**src/rtl/dl_pkg.sv**
```systemverilog
`default_nettype none
// +------------------------------------------------------------------+
// | Module      : dl_pkg                                             |
// | Description : Shared types for the dl shifter pipeline: the      |
// |               shift/rotate operation encoding.                   |
// | Revision    : 1.0 - initial release                              |
// +------------------------------------------------------------------+
package dl_pkg;

  // Codes 5..7 are reserved; the shifter passes data through unchanged.
  typedef enum logic [2:0] {
    SH_SLL = 3'd0,
    SH_SRL = 3'd1,
    SH_SRA = 3'd2,
    SH_ROL = 3'd3,
    SH_ROR = 3'd4
  } sh_op_t;

  localparam int SH_OP_BITS = 3;

endpackage : dl_pkg
`default_nettype wire

```
**src/rtl/dl_shift_stage.sv**
```systemverilog
`default_nettype none
// +------------------------------------------------------------------+
// | Module      : dl_shift_stage                                     |
// | Description : Combinational partial shifter. Applies the shift   |
// |               amount shamt_part << SHIFT_OFFSET for any op.      |
// |               Left ops are done as bit-reversed right ops.       |
// | Revision    : 1.0 - initial release                              |
// +------------------------------------------------------------------+
module dl_shift_stage
  import dl_pkg::*;
#(
  parameter int NUM_BITS     = 32,
  parameter int SHIFT_OFFSET = 0,
  parameter int SHIFT_WIDTH  = 1
) (
  input  logic [NUM_BITS-1:0]    data_in,
  input  logic [SHIFT_WIDTH-1:0] shamt_part,
  input  sh_op_t                 op,
  output logic [NUM_BITS-1:0]    data_out
);

  logic [31:0]         w_amt;
  logic [31:0]         w_rot_amt;
  logic                w_left;
  logic                w_rot;
  logic                w_fill;
  logic [NUM_BITS-1:0] w_src;
  logic [NUM_BITS-1:0] w_mask;
  logic [NUM_BITS-1:0] w_res;
  logic [NUM_BITS-1:0] w_res_rev;

  // Reverse for left ops, shift/rotate right, reverse back; reserved ops pass through
  always_comb begin
    w_amt     = 32'(shamt_part) << SHIFT_OFFSET;
    w_rot_amt = w_amt % 32'(NUM_BITS);
    w_left    = (op == SH_SLL) || (op == SH_ROL);
    w_rot     = (op == SH_ROL) || (op == SH_ROR);
    w_fill    = (op == SH_SRA) && data_in[NUM_BITS-1];
    for (int i = 0; i < NUM_BITS; i++) begin
      w_src[i] = w_left ? data_in[NUM_BITS-1-i] : data_in[i];
    end
    // Bits vacated by a right shift of w_amt; all ones once w_amt >= NUM_BITS
    w_mask = ~({NUM_BITS{1'b1}} >> w_amt);
    if (w_rot) begin
      w_res = (w_src >> w_rot_amt) | (w_src << (32'(NUM_BITS) - w_rot_amt));
    end else begin
      w_res = (w_src >> w_amt) | (w_fill ? w_mask : '0);
    end
    for (int i = 0; i < NUM_BITS; i++) begin
      w_res_rev[i] = w_res[NUM_BITS-1-i];
    end
    case (op)
      SH_SLL, SH_ROL:         data_out = w_res_rev;
      SH_SRL, SH_SRA, SH_ROR: data_out = w_res;
      default:                data_out = data_in;
    endcase
  end

endmodule : dl_shift_stage
`default_nettype wire

```
**src/rtl/dl_shift_pipe.sv**
```systemverilog
`default_nettype none
// +------------------------------------------------------------------+
// | Module      : dl_shift_pipe                                      |
// | Description : Pipelined barrel shifter/rotator with valid/ready  |
// |               handshake. The shift amount is split into groups,  |
// |               LSB group first, one group per register stage.     |
// | Revision    : 1.0 - initial release                              |
// +------------------------------------------------------------------+
module dl_shift_pipe
  import dl_pkg::*;
#(
  parameter  int NUM_BITS       = 32,
  parameter  int NUM_STAGES     = 2,
  localparam int NUM_SHIFT_BITS = $clog2(NUM_BITS)
) (
  input  logic                      clk,
  input  logic                      rst_n,
  input  logic                      in_vld,
  output logic                      in_rdy,
  input  logic [NUM_BITS-1:0]       in_data,
  input  logic [NUM_SHIFT_BITS-1:0] in_shamt,
  input  sh_op_t                    in_op,
  output logic                      out_vld,
  input  logic                      out_rdy,
  output logic [NUM_BITS-1:0]       out_data
);

  localparam int c_grp_bits = (NUM_SHIFT_BITS + NUM_STAGES - 1) / NUM_STAGES;

  genvar s;
  generate
    for (s = 0; s < NUM_STAGES; s++) begin : g_stage
      // Shamt bits consumed here; trailing stages may get none when groups run out
      localparam int c_off  = (s * c_grp_bits < NUM_SHIFT_BITS) ? s * c_grp_bits : NUM_SHIFT_BITS;
      localparam int c_wid  = (NUM_SHIFT_BITS - c_off < c_grp_bits) ? NUM_SHIFT_BITS - c_off : c_grp_bits;
      localparam int c_cin  = NUM_SHIFT_BITS - c_off;
      localparam int c_cout = c_cin - c_wid;
      localparam int c_shp  = (c_wid > 0) ? c_wid : 1;

      logic                w_in_vld;
      logic [NUM_BITS-1:0] w_in_data;
      logic [2:0]          w_in_op;
      logic [c_shp-1:0]    w_shamt_part;
      logic [NUM_BITS-1:0] w_shifted;
      logic                w_adv;
      logic                w_load;
      logic                w_take;
      logic                r_vld;
      logic [NUM_BITS-1:0] r_data;

      if (s == 0) begin : g_head
        assign w_in_vld  = in_vld;
        assign w_in_data = in_data;
        assign w_in_op   = in_op;
      end else begin : g_body
        assign w_in_vld  = g_stage[s-1].r_vld;
        assign w_in_data = g_stage[s-1].r_data;
        assign w_in_op   = g_stage[s-1].g_fwd.r_op;
      end

      if (c_wid > 0) begin : g_amt
        logic [c_cin-1:0] w_in_sh;
        if (s == 0) begin : g_amt_head
          assign w_in_sh = in_shamt;
        end else begin : g_amt_body
          assign w_in_sh = g_stage[s-1].g_amt.g_carry.r_sh;
        end
        assign w_shamt_part = w_in_sh[c_wid-1:0];

        if (c_cout > 0) begin : g_carry
          logic [c_cout-1:0] r_sh;
          // Forward the not-yet-applied shamt bits with the data
          always_ff @(posedge clk or negedge rst_n) begin
            if (!rst_n) begin
              r_sh <= '0;
            end else if (w_take) begin
              r_sh <= w_in_sh[c_cin-1:c_wid];
            end
          end
        end
      end else begin : g_noamt
        assign w_shamt_part = 1'b0;
      end

      if (s < NUM_STAGES - 1) begin : g_fwd
        logic [2:0] r_op;
        // Forward the op to the next stage
        always_ff @(posedge clk or negedge rst_n) begin
          if (!rst_n) begin
            r_op <= '0;
          end else if (w_take) begin
            r_op <= w_in_op;
          end
        end
      end

      // A stage drains when the one after it loads, or downstream accepts
      if (s == NUM_STAGES - 1) begin : g_tail
        assign w_adv = out_rdy;
      end else begin : g_mid
        assign w_adv = g_stage[s+1].w_load;
      end
      assign w_load = !r_vld || w_adv;
      assign w_take = w_load && w_in_vld;

      dl_shift_stage #(
        .NUM_BITS     (NUM_BITS),
        .SHIFT_OFFSET (c_off),
        .SHIFT_WIDTH  (c_shp)
      ) u_shift (
        .data_in    (w_in_data),
        .shamt_part (w_shamt_part),
        .op         (sh_op_t'(w_in_op)),
        .data_out   (w_shifted)
      );

      // Stage valid/data: load when empty or draining, hold otherwise
      always_ff @(posedge clk or negedge rst_n) begin
        if (!rst_n) begin
          r_vld  <= 1'b0;
          r_data <= '0;
        end else if (w_load) begin
          r_vld <= w_in_vld;
          if (w_in_vld) begin
            r_data <= w_shifted;
          end
        end
      end
    end
  endgenerate

  // Gating with rst_n keeps in_rdy low for the whole reset assertion
  assign in_rdy   = rst_n && g_stage[0].w_load;
  assign out_vld  = g_stage[NUM_STAGES-1].r_vld;
  assign out_data = g_stage[NUM_STAGES-1].r_data;

endmodule : dl_shift_pipe
`default_nettype wire
```
**config.mk**
```make
export PLATFORM = sky130hd
export DESIGN_NAME = dl_shift_pipe
export DESIGN_NICKNAME = d
export VERILOG_FILES = /design/src/rtl/dl_pkg.sv /design/src/rtl/dl_shift_stage.sv /design/src/rtl/dl_shift_pipe.sv
export SDC_FILE = /design/constraint.sdc
export NUM_CORES = 1
export LEC_CHECK = 0
export ABC_CLOCK_PERIOD_IN_PS = 6300
export CAP_MARGIN = 20
export CORE_ASPECT_RATIO = 1.5
export CORE_MARGIN = 2
export CORE_UTILIZATION = 35
export CTS_BUF_LIST = sky130_fd_sc_hd__clkbuf_2
export CTS_CLUSTER_SIZE = 12
export DETAILED_ROUTE_END_ITERATION = 8
export SLEW_MARGIN = 10
export SYNTH_ARGS = -nofsm -noshare
export SYNTH_HDL_FRONTEND = slang
export SYNTH_SLANG_ARGS = --single-unit
export TNS_END_PERCENT = 100
```
**constraint.sdc**
```tcl
create_clock -name clk -period 6.3 [get_ports clk]
set_input_delay 0.63 -clock clk [delete_from_list [all_inputs] [get_ports clk]]
set_output_delay 0.63 -clock clk [all_outputs]
set_load 0.02 [all_outputs]
```
Word level (Yosys, flattened, before mapping) --
Index checks and enable logic that the tools add are counted.
Storage, ports and cells: memories kept 0, memory bits (read-only) 0, bits in latches 0, logic and storage cells 118, RAM bits 0, register bits after elaboration 71, input port bits 44, output and inout bits 34
Cells by class: $lt $le $gt $ge 0, bitwise operators 6, shift-type cells 6, add/sub/neg operators 2, multiply operators 0, mux-type cells 70, reductions and logical operators 20, div/mod/pow operators 0, equal/unequal tests 8
Operators by type and width (count):
- $mux 32 | 4
- $or 32x32->32 | 4
- $pmux 32 s2 | 2
- $mux 1 | 64
- $not 32->32 | 2
- $shl 32x32->32 | 2
- $shr 32x3->32 | 1
- $shr 32x3->32 const A | 1
- $shr 32x5->32 | 1
- $shr 32x5->32 const A | 1
- $eq 3x2->1 const B | 4
- $sub 6x3->7 const A | 1
- $sub 6x5->7 const A | 1
- $eq 3x1->1 const B | 2
- $eq 3x3->1 const B | 2
- $logic_not 3->1 | 2
- $logic_or 1x1->1 | 6
- $reduce_or 3->1 | 2
- $logic_and 1x1->1 | 4
- $reduce_and 2->1 | 2
- $reduce_or 2->1 | 2
- $logic_not 1->1 | 2

Depth between registers and ports, before layout --
Gate-level depths: netlist of the first run.
depth in word-level cells 7, depth in mapped cells 15, gate-level depth less buffers 11

Hierarchy --
Synthesis of the first run repeated with hierarchy kept, for this count alone.
Unflattened totals: cells, all modules 936, area total of the unflattened synthesis 8872.3 um2
By module, submodules not included:
- dl_shift_stage at g_stage[0].u_shift | cells each 440, area each 3681.0 um2, times used 1, sequential area each 0.0 um2
- dl_shift_pipe | cells each 153, area each 2816.5 um2, times used 1, sequential area each 1776.7 um2
- dl_shift_stage at g_stage[1].u_shift | cells each 343, area each 2374.8 um2, times used 1, sequential area each 0.0 um2

Worst setup path before layout of the first run --
Ideal clock, no wire load.
kind input-to-reg, start point input port in_shamt[0], end point register g_stage[0].r_data[14], cell stages on the path 15, setup time 121 ps, arrival time 3480 ps, required time 6179 ps, path buffers 4, slack 2699 ps, cell sequence clkbuf_1 inv_2 buf_2 buf_1 ha_1 ha_1 clkbuf_1 clkinv_1 nand2_1 nor2_1 a222oi_1 o21ai_1 a31oi_1 nor2_1 o22a_1
On the way: word-level cells in the longest chain between the ends 6, elaborated cells on any way between the ends 10, classes of those cells add/sub (1); shift (3); mux (3); bitwise (3)
Ends and longest elaborated chain:
- start, declared | line dl_shift_pipe.sv:21 | input logic [NUM_SHIFT_BITS-1:0] in_shamt,
- parallel branches: the longest is 4 deep, another holds $sub 6x3->7
- $mux 32 (*) | line dl_shift_stage.sv:44 | if (w_rot) begin
- $pmux 32 s2 (*) | line dl_shift_stage.sv:52 | case (op)
- end signal, assigned | line dl_shift_pipe.sv:125 | r_data <= w_shifted;
- end, declared | line dl_shift_pipe.sv:49 | logic [NUM_BITS-1:0] r_data;
Every way passes the cells marked *. A chain may end at the register's enable or synchronous reset.

Worst setup path after layout of the first run --
start point input port in_op[1], end point register g_stage[0].r_data[19]
On the way: word-level cells in the longest chain between the ends 7, elaborated cells on any way between the ends 49, classes of those cells eq/ne (4); shift (2); mux (35); bitwise (2); reduce/logical (6)
Ends and longest elaborated chain:
- start, declared | line dl_shift_pipe.sv:22 | input sh_op_t in_op,
- $eq 3x2->1 / $logic_not 3->1 (equally long branches) | line dl_shift_stage.sv:36, dl_shift_stage.sv:37, dl_shift_stage.sv:52
- $logic_or 1x1->1 | line dl_shift_stage.sv:36 | w_left = (op == SH_SLL) || (op == SH_ROL);
- $mux 1 | line dl_shift_stage.sv:40 | w_src[i] = w_left ? data_in[NUM_BITS-1-i] : data_in[i];
- $shl 32x32->32 / $shr 32x3->32 (equally long branches) | line dl_shift_stage.sv:45, dl_shift_stage.sv:47
- $or 32x32->32, on equally long branches | line dl_shift_stage.sv:45, dl_shift_stage.sv:47
- $mux 32 | line dl_shift_stage.sv:44
- $pmux 32 s2 (*) | line dl_shift_stage.sv:52
Mark *: on every way between the ends. The rest lies on a longest branch, timed or not.

==> results of run 1 <==
[how the worst max path moves through the flow]
stage / start / to / slack (ns) / cells after the start
3_5_place_dp: in_op[1] / g_stage[0].r_data[19]$_DFFE_PN0P_ / 1.72 / 8
3_3_place_gp: in_op[1] / g_stage[0].r_data[12]$_DFFE_PN0P_ / 1.76 / 9
5_1_grt: in_op[1] / g_stage[0].r_data[19]$_DFFE_PN0P_ / 2.08 / 8
4_1_cts: in_op[1] / g_stage[0].r_data[19]$_DFFE_PN0P_ / 2.39 / 9
2_1_floorplan: in_shamt[0] / g_stage[0].r_data[14]$_DFFE_PN0P_ / 2.70 / 15
6_report: in_op[1] / g_stage[0].r_data[19]$_DFFE_PN0P_ / 2.34 / 8
[power breakdown]
part,leakage [uW],switching [uW],internal [uW]
sequential,0.000810,118,578
combinational,0.00275,922,623
clock,0.0000784,196,97.5
total,0.00364,1240,1300
[critical path, cell delays in order]
cell	delay [ns]
clkdlybuf4s50_1	0.81
xor2_4	0.26
nor2_4	0.70
mux4_1	0.72
a32o_1	0.24
nor4_1	0.75
o221ai_1	0.22
o21a_1	0.15
[flip-flops by register name (all words and copies together), names as in the netlist]
register,count
g_stage.g_amt.g_carry.r_sh,2
g_stage.g_fwd.r_op,3
g_stage.r_data,32
g_stage.r_vld,1
out_data,32
out_vld,1
[cell usage after synthesis (5+ instances only)]
| library cell | count | area [um2] |
|---|---|---|
| nand2_1 | 124 | 465 |
| a21oi_1 | 108 | 541 |
| nor2_1 | 108 | 405 |
| mux2i_1 | 90 | 901 |
| dfrtp_1 | 71 | 1780 |
| clkbuf_1 | 62 | 233 |
| o21ai_0 | 45 | 225 |
| mux4_2 | 42 | 946 |
| a22oi_1 | 33 | 248 |
| nand3_1 | 29 | 145 |
| a221oi_1 | 23 | 201 |
| mux2_2 | 19 | 214 |
| a31oi_1 | 16 | 100 |
| o221ai_1 | 15 | 131 |
| and2_1 | 12 | 75.1 |
| buf_2 | 11 | 55.1 |
| a211oi_1 | 10 | 75.1 |
| nand2b_1 | 10 | 62.6 |
| o21a_1 | 10 | 75.1 |
| or3_1 | 10 | 62.6 |
| o211ai_1 | 9 | 67.6 |
| o21ai_1 | 8 | 40.0 |
| o22a_1 | 8 | 70.1 |
| buf_1 | 7 | 26.3 |
| inv_1 | 7 | 26.3 |
| a211o_1 | 6 | 52.6 |
| a21o_1 | 6 | 45.0 |
| a22o_1 | 6 | 52.6 |
| a32oi_1 | 6 | 52.6 |
| ha_1 | 6 | 75.1 |
| nand4_1 | 6 | 37.5 |
| o31ai_1 | 5 | 37.5 |
[routing by layer]
metal	track usage, %	routed length (um)	vias to the layer above
li1	-	-	3944
met1	33.9	13100	4341
met2	48.0	18000	478
met3	3.37	2050	137
met4	22.3	3220	0
met5	0	0	-
[logic make-up (layout without fill, tap and decap cells)]
| family | Yosys count | after routing |
|---|---|---|
| AO/OA/AOI/OAI | 350 | 350 |
| XOR/XNOR | 5 | 5 |
| adder cells (fa/ha/maj) | 6 | 6 |
| buffers and inverters | 102 | 135 |
| flip-flops | 71 | 71 |
| multiplexers | 156 | 156 |
| other | 0 | 1 |
| AND/OR/NAND/NOR | 320 | 320 |
[final cells by class]
class | instances | area (um2) | area share, %
Sequential cell | 71 | 1780 | 18.7
Timing Repair Buffer | 108 | 1020 | 10.8
Multi-Input combinational cell | 837 | 6120 | 64.5
Tap cell | 319 | 399 | 4.21
Inverter | 11 | 41.3 | 0.435
Antenna cell | 1 | 2.50 | 0.0264
Clock buffer | 9 | 45.0 | 0.475
Clock inverter | 7 | 81.3 | 0.857
[stage by stage]
stage / utilization [%] / area, um2 / setup WS (ns) / cells
2_1_floorplan: - / 8370 / 2.70 / 1010
5_1_grt: 40.3 / 9490 / 2.08 / 1363
6_report: 40.3 / 9490 / 2.34 / 1363
4_1_cts: 40.2 / 9470 / 2.39 / 1361
3_3_place_gp: 39.6 / 9330 / 1.76 / 1344
3_5_place_dp: 39.6 / 9340 / 1.72 / 1345
==> metrics, run 1 <==
status finished clean; layout cell share with drive strength beyond 1 12.5%; Hold Fails Final Rpt 0; Avg WL per Cell 26.7 um; Port Buffer Count 77; Die Wd roughly 130 um; Area Overhead vs Synth 13.4%; initial antenna violation count 1; worst reg2reg endpoint out_data[19]$_DFFE_PN0P_; distinct cell type count after synthesis 74; CTS Buf Count 9; R2R cell count 9; Relative slew margins approximately 22%; Achievable Freq 252 MHz; Initial Utilization 35.5%; fin nets approximately 1100; I/O pins between 70 and 80; Crit Path Max Fanout 25; largest net degree at the start of global routing between 70 and 80; Residual DRC 0; xor and xnor area share after synthesis 1.06%; register area share after synthesis 21.2%; first-pass GRT wire length around 55000 um; vias in the first global route 8632; Arrival @ worst endpoint 4.49 ns; Setup CP Type primary input to flop; die height slightly below 200 um; Power Density roughly 270 nW/um2; GRT overflow 0; crit share post-route a little over three fifths; Worst-Skew Late Latency approximately 0.6 ns; simple-gate share of the synthesized area 16.8%; crit start category primary input; drt initial violations 1047; post-synth net total 1060; Avg Vias per Cell 6.53; CP required between 6 and 7 ns; Hold WC Path Type primary input to async pin; Mapped Cells 1010; setup bufs post-CTS 0; CTS Root Cell clkbuf_2; Die ar. 25200 um2; final WL 36400 um; Cell Area, Synth 8370 um2; fillcell total between 2000 and 2500; Post-synth EDFFs 0; Post-CTS Hold Buffers 0; total power 2530 uW; mux contribution to synthesized area between 20% and 30%; unrepaired setup endpoints after global routing false; largest family of logic cells by synthesized area compound AO/OA/AOI/OAI gates; mean cell area of the mapped netlist about 8.3 um2; cell leakage power approximately 0.0036 uW; adder-cell share of the synthesized area less than 1%; min cycle time layout roughly 4 ns; Max IR drop VDD roughly 0.10 mV; Core Box Area roughly 24000 um2; PostCTS Resize Cnt 0; FF+latch count, synth slightly above 70; HPWL Detailed 27500 um; Warnings, synthesis 0; TritonCTS clock tree yes; total global-route track usage just under 30%; TritonRoute pass-1 iters 6; row count 69; Worst R2R Setup Slack 2.68 ns; Async SR Flop Fraction 100%; worst reg2reg path startpoint g_stage[0].g_fwd.r_op[1]$_DFFE_PN0P_; Post-DRT Antenna Nets 0; H-tree depth 3; post-synthesis compound-gate area fraction 28.1%; clock sink count slightly above 70; Most used DFF post-synth dfrtp_1; Max clock buf depth 2; Worst-Margin Slew 1.16 ns; Final Setup Violations 0; most common cell after layout, fill and taps aside nand2_1; Reg clk slew, reported paths 0.24 ns; # Max-Cap Violations 0; Fin Setup TNS 0 ns; routability cong. 1.02; detailed-route via count 8900; nature of the critical path endpoint flop; Fin Clk Skew 0.0324 ns; fin. max-slew vios 0; WHS 0.201 ns; commonest cells after routing, fill and taps aside 124 x nand2_1, 108 x a21oi_1, 105 x nor2_1
No activity file was read; power rests on OpenSTA's default activity.
==> run 2: changes to the inputs <==
ABC_CLOCK_PERIOD_IN_PS = 3300   (was 6300)
clock period = 3.3 ns   (was 6.3 ns; I/O delays follow)
==> metrics, run 2 (synthesis gave the netlist of run 1 again) <==
CTS Root Cell clkbuf_2; Initial Utilization 35.5% (unchanged); fin nets 1174 (+7.9%); CP required 3.81 ns (-3.02 ns); Die Wd 130 um (unchanged); routability cong. 0.983 (-4.0%); Reg clk slew, reported paths 0.20 ns (-0.04 ns); vias in the first global route 9098 (+5.4%); status finished clean; die height 193 um (unchanged); Relative slew margins 39.4% (+17 points); Port Buffer Count 77 (unchanged); Achievable Freq 349 MHz; Area Overhead vs Synth 21.6%; crit start category flop; I/O pins 78 (unchanged); first-pass GRT wire length 56300 um (+3.1%); Core Box Area 23600 um2 (unchanged); Max IR drop VDD 0.193 mV (+85%); setup bufs post-CTS 0 (unchanged); most common cell after layout, fill and taps aside nand2_1; unrepaired setup endpoints after global routing false; Final WS setup 0.433 ns (-1.91 ns); min cycle time layout 2.87 ns; CTS Buf Count 9 (unchanged); crit share post-route 86.9%; initial antenna violation count 1 (unchanged); # Max-Cap Violations 0 (unchanged); TritonCTS clock tree yes; Worst-Skew Late Latency 0.58 ns (-0.03 ns); Hold WC Path Type primary input to flop; Max clock buf depth 2 (unchanged); Worst R2R Setup Slack 0.43 ns (-2.25 ns); Fin Clk Skew 0.0173 ns (-0.0151 ns); final WL 37500 um (+2.9%); layout cell share with drive strength beyond 1 18.9% (+6.4 points); cell leakage power 0.00406 uW (+12%); Crit Path Max Fanout 10 (-60%); HPWL Detailed 29100 um (+5.9%); Hold Fails Final Rpt 0 (unchanged); Setup CP Type flop to flop; Worst-Margin Slew 0.910 ns (-0.255 ns); largest net degree at the start of global routing 72 (-1.4%); Avg WL per Cell 25.9 um (-3.2%); Residual DRC 0 (unchanged); total global-route track usage 29.9% (+0.74 points); clock sink count 71 (unchanged); TritonRoute pass-1 iters 6 (unchanged); detailed-route via count 9249 (+3.9%); nature of the critical path endpoint flop; H-tree depth 3 (unchanged); Final Setup Violations 0 (unchanged); Power Density 491 nW/um2 (+84%); fin. max-slew vios 0 (unchanged); drt initial violations 871 (-17%); Post-Place Worst Slack -0.0705 ns (-1.79 ns); commonest cells after routing, fill and taps aside 124 x nand2_1, 111 x buf_4, 108 x a21oi_1; Arrival @ worst endpoint 3.37 ns (-1.12 ns); total power 5000 uW (+97%); Avg Vias per Cell 6.38 (-2.2%); Post-DRT Antenna Nets 0 (unchanged); row count 69 (unchanged); Die ar. 25200 um2 (unchanged); GRT overflow 0 (unchanged)
-- run 2: through the flow --
stage	hold slack, ns	setup TNS (ns)	std cells	utilization (%)	cell area [um2]
2_1_floorplan	0.0344	0	1010	-	8370
3_3_place_gp	0.495	-0.0840	1431	42.6	10000
3_5_place_dp	0.500	-0.319	1431	42.6	10000
4_1_cts	0.253	0	1448	43.2	10200
5_1_grt	0.270	0	1449	43.2	10200
6_report	0.285	0	1449	43.2	10200
-- run 2: what timing repair did --
| action | 4_1_cts | 5_1_grt |
|---|---|---|
| resized for setup | 0 | 0 |
| hold buffers | 1 | 0 |
| hold endpoints to repair | 22 | 0 |
-- run 2: worst paths after layout --
check                                                startpoint                                      endpoint  cells past startpoint
min reg2reg                        g_stage[0].r_vld$_DFFE_PN0N_                           out_vld$_DFFE_PN0P_                      1
min in group asynchronous                                 rst_n                       out_data[4]$_DFFE_PN0P_                      3
max in group asynchronous                                 rst_n             g_stage[0].r_data[14]$_DFFE_PN0P_                      3
min                                                 in_shamt[4]  g_stage[0].g_amt.g_carry.r_sh[1]$_DFFE_PN0P_                      3
max                        g_stage[0].g_fwd.r_op[2]$_DFFE_PN0P_                       out_data[4]$_DFFE_PN0P_                      7
max reg2reg                g_stage[0].g_fwd.r_op[2]$_DFFE_PN0P_                       out_data[4]$_DFFE_PN0P_                      7
-- run 2: final cells by class --
class / count / area, um2
diodes: 1 / 2.50
clock inverters: 7 / 87.6
flip-flops and latches: 71 / 1780
clock buffers: 9 / 45.0
well taps: 319 / 399
inverters: 11 / 42.5
repair buffers: 194 / 1700
fillers: 2453 / 13400
multi-input cells: 837 / 6120
-- run 2: where the power goes --
| group | switching (uW) | internal, uW |
|---|---|---|
| Sequential | 227 | 1100 |
| Clock | 327 | 243 |
| Combinational | 1780 | 1320 |
-- run 2: critical path, stage by stage (launching register included) --
cell and delay, ns:
dfrtp_1 0.61, or3b_1 0.43, a21o_1 0.31, nor2_1 0.20, nor2_1 0.12, o311ai_0 0.73
mux2i_1 0.17, o221ai_1 0.23
-- run 2: routing by layer --
metal	vias up	track usage [%]	wire length, um	part of all wire, %
met5	-	0	0	0
met4	0	22.3	3340	8.9
met3	146	2.74	1630	4.3
met2	447	52.0	19100	51
met1	4530	33.0	13400	36
li1	4126	-	-	-
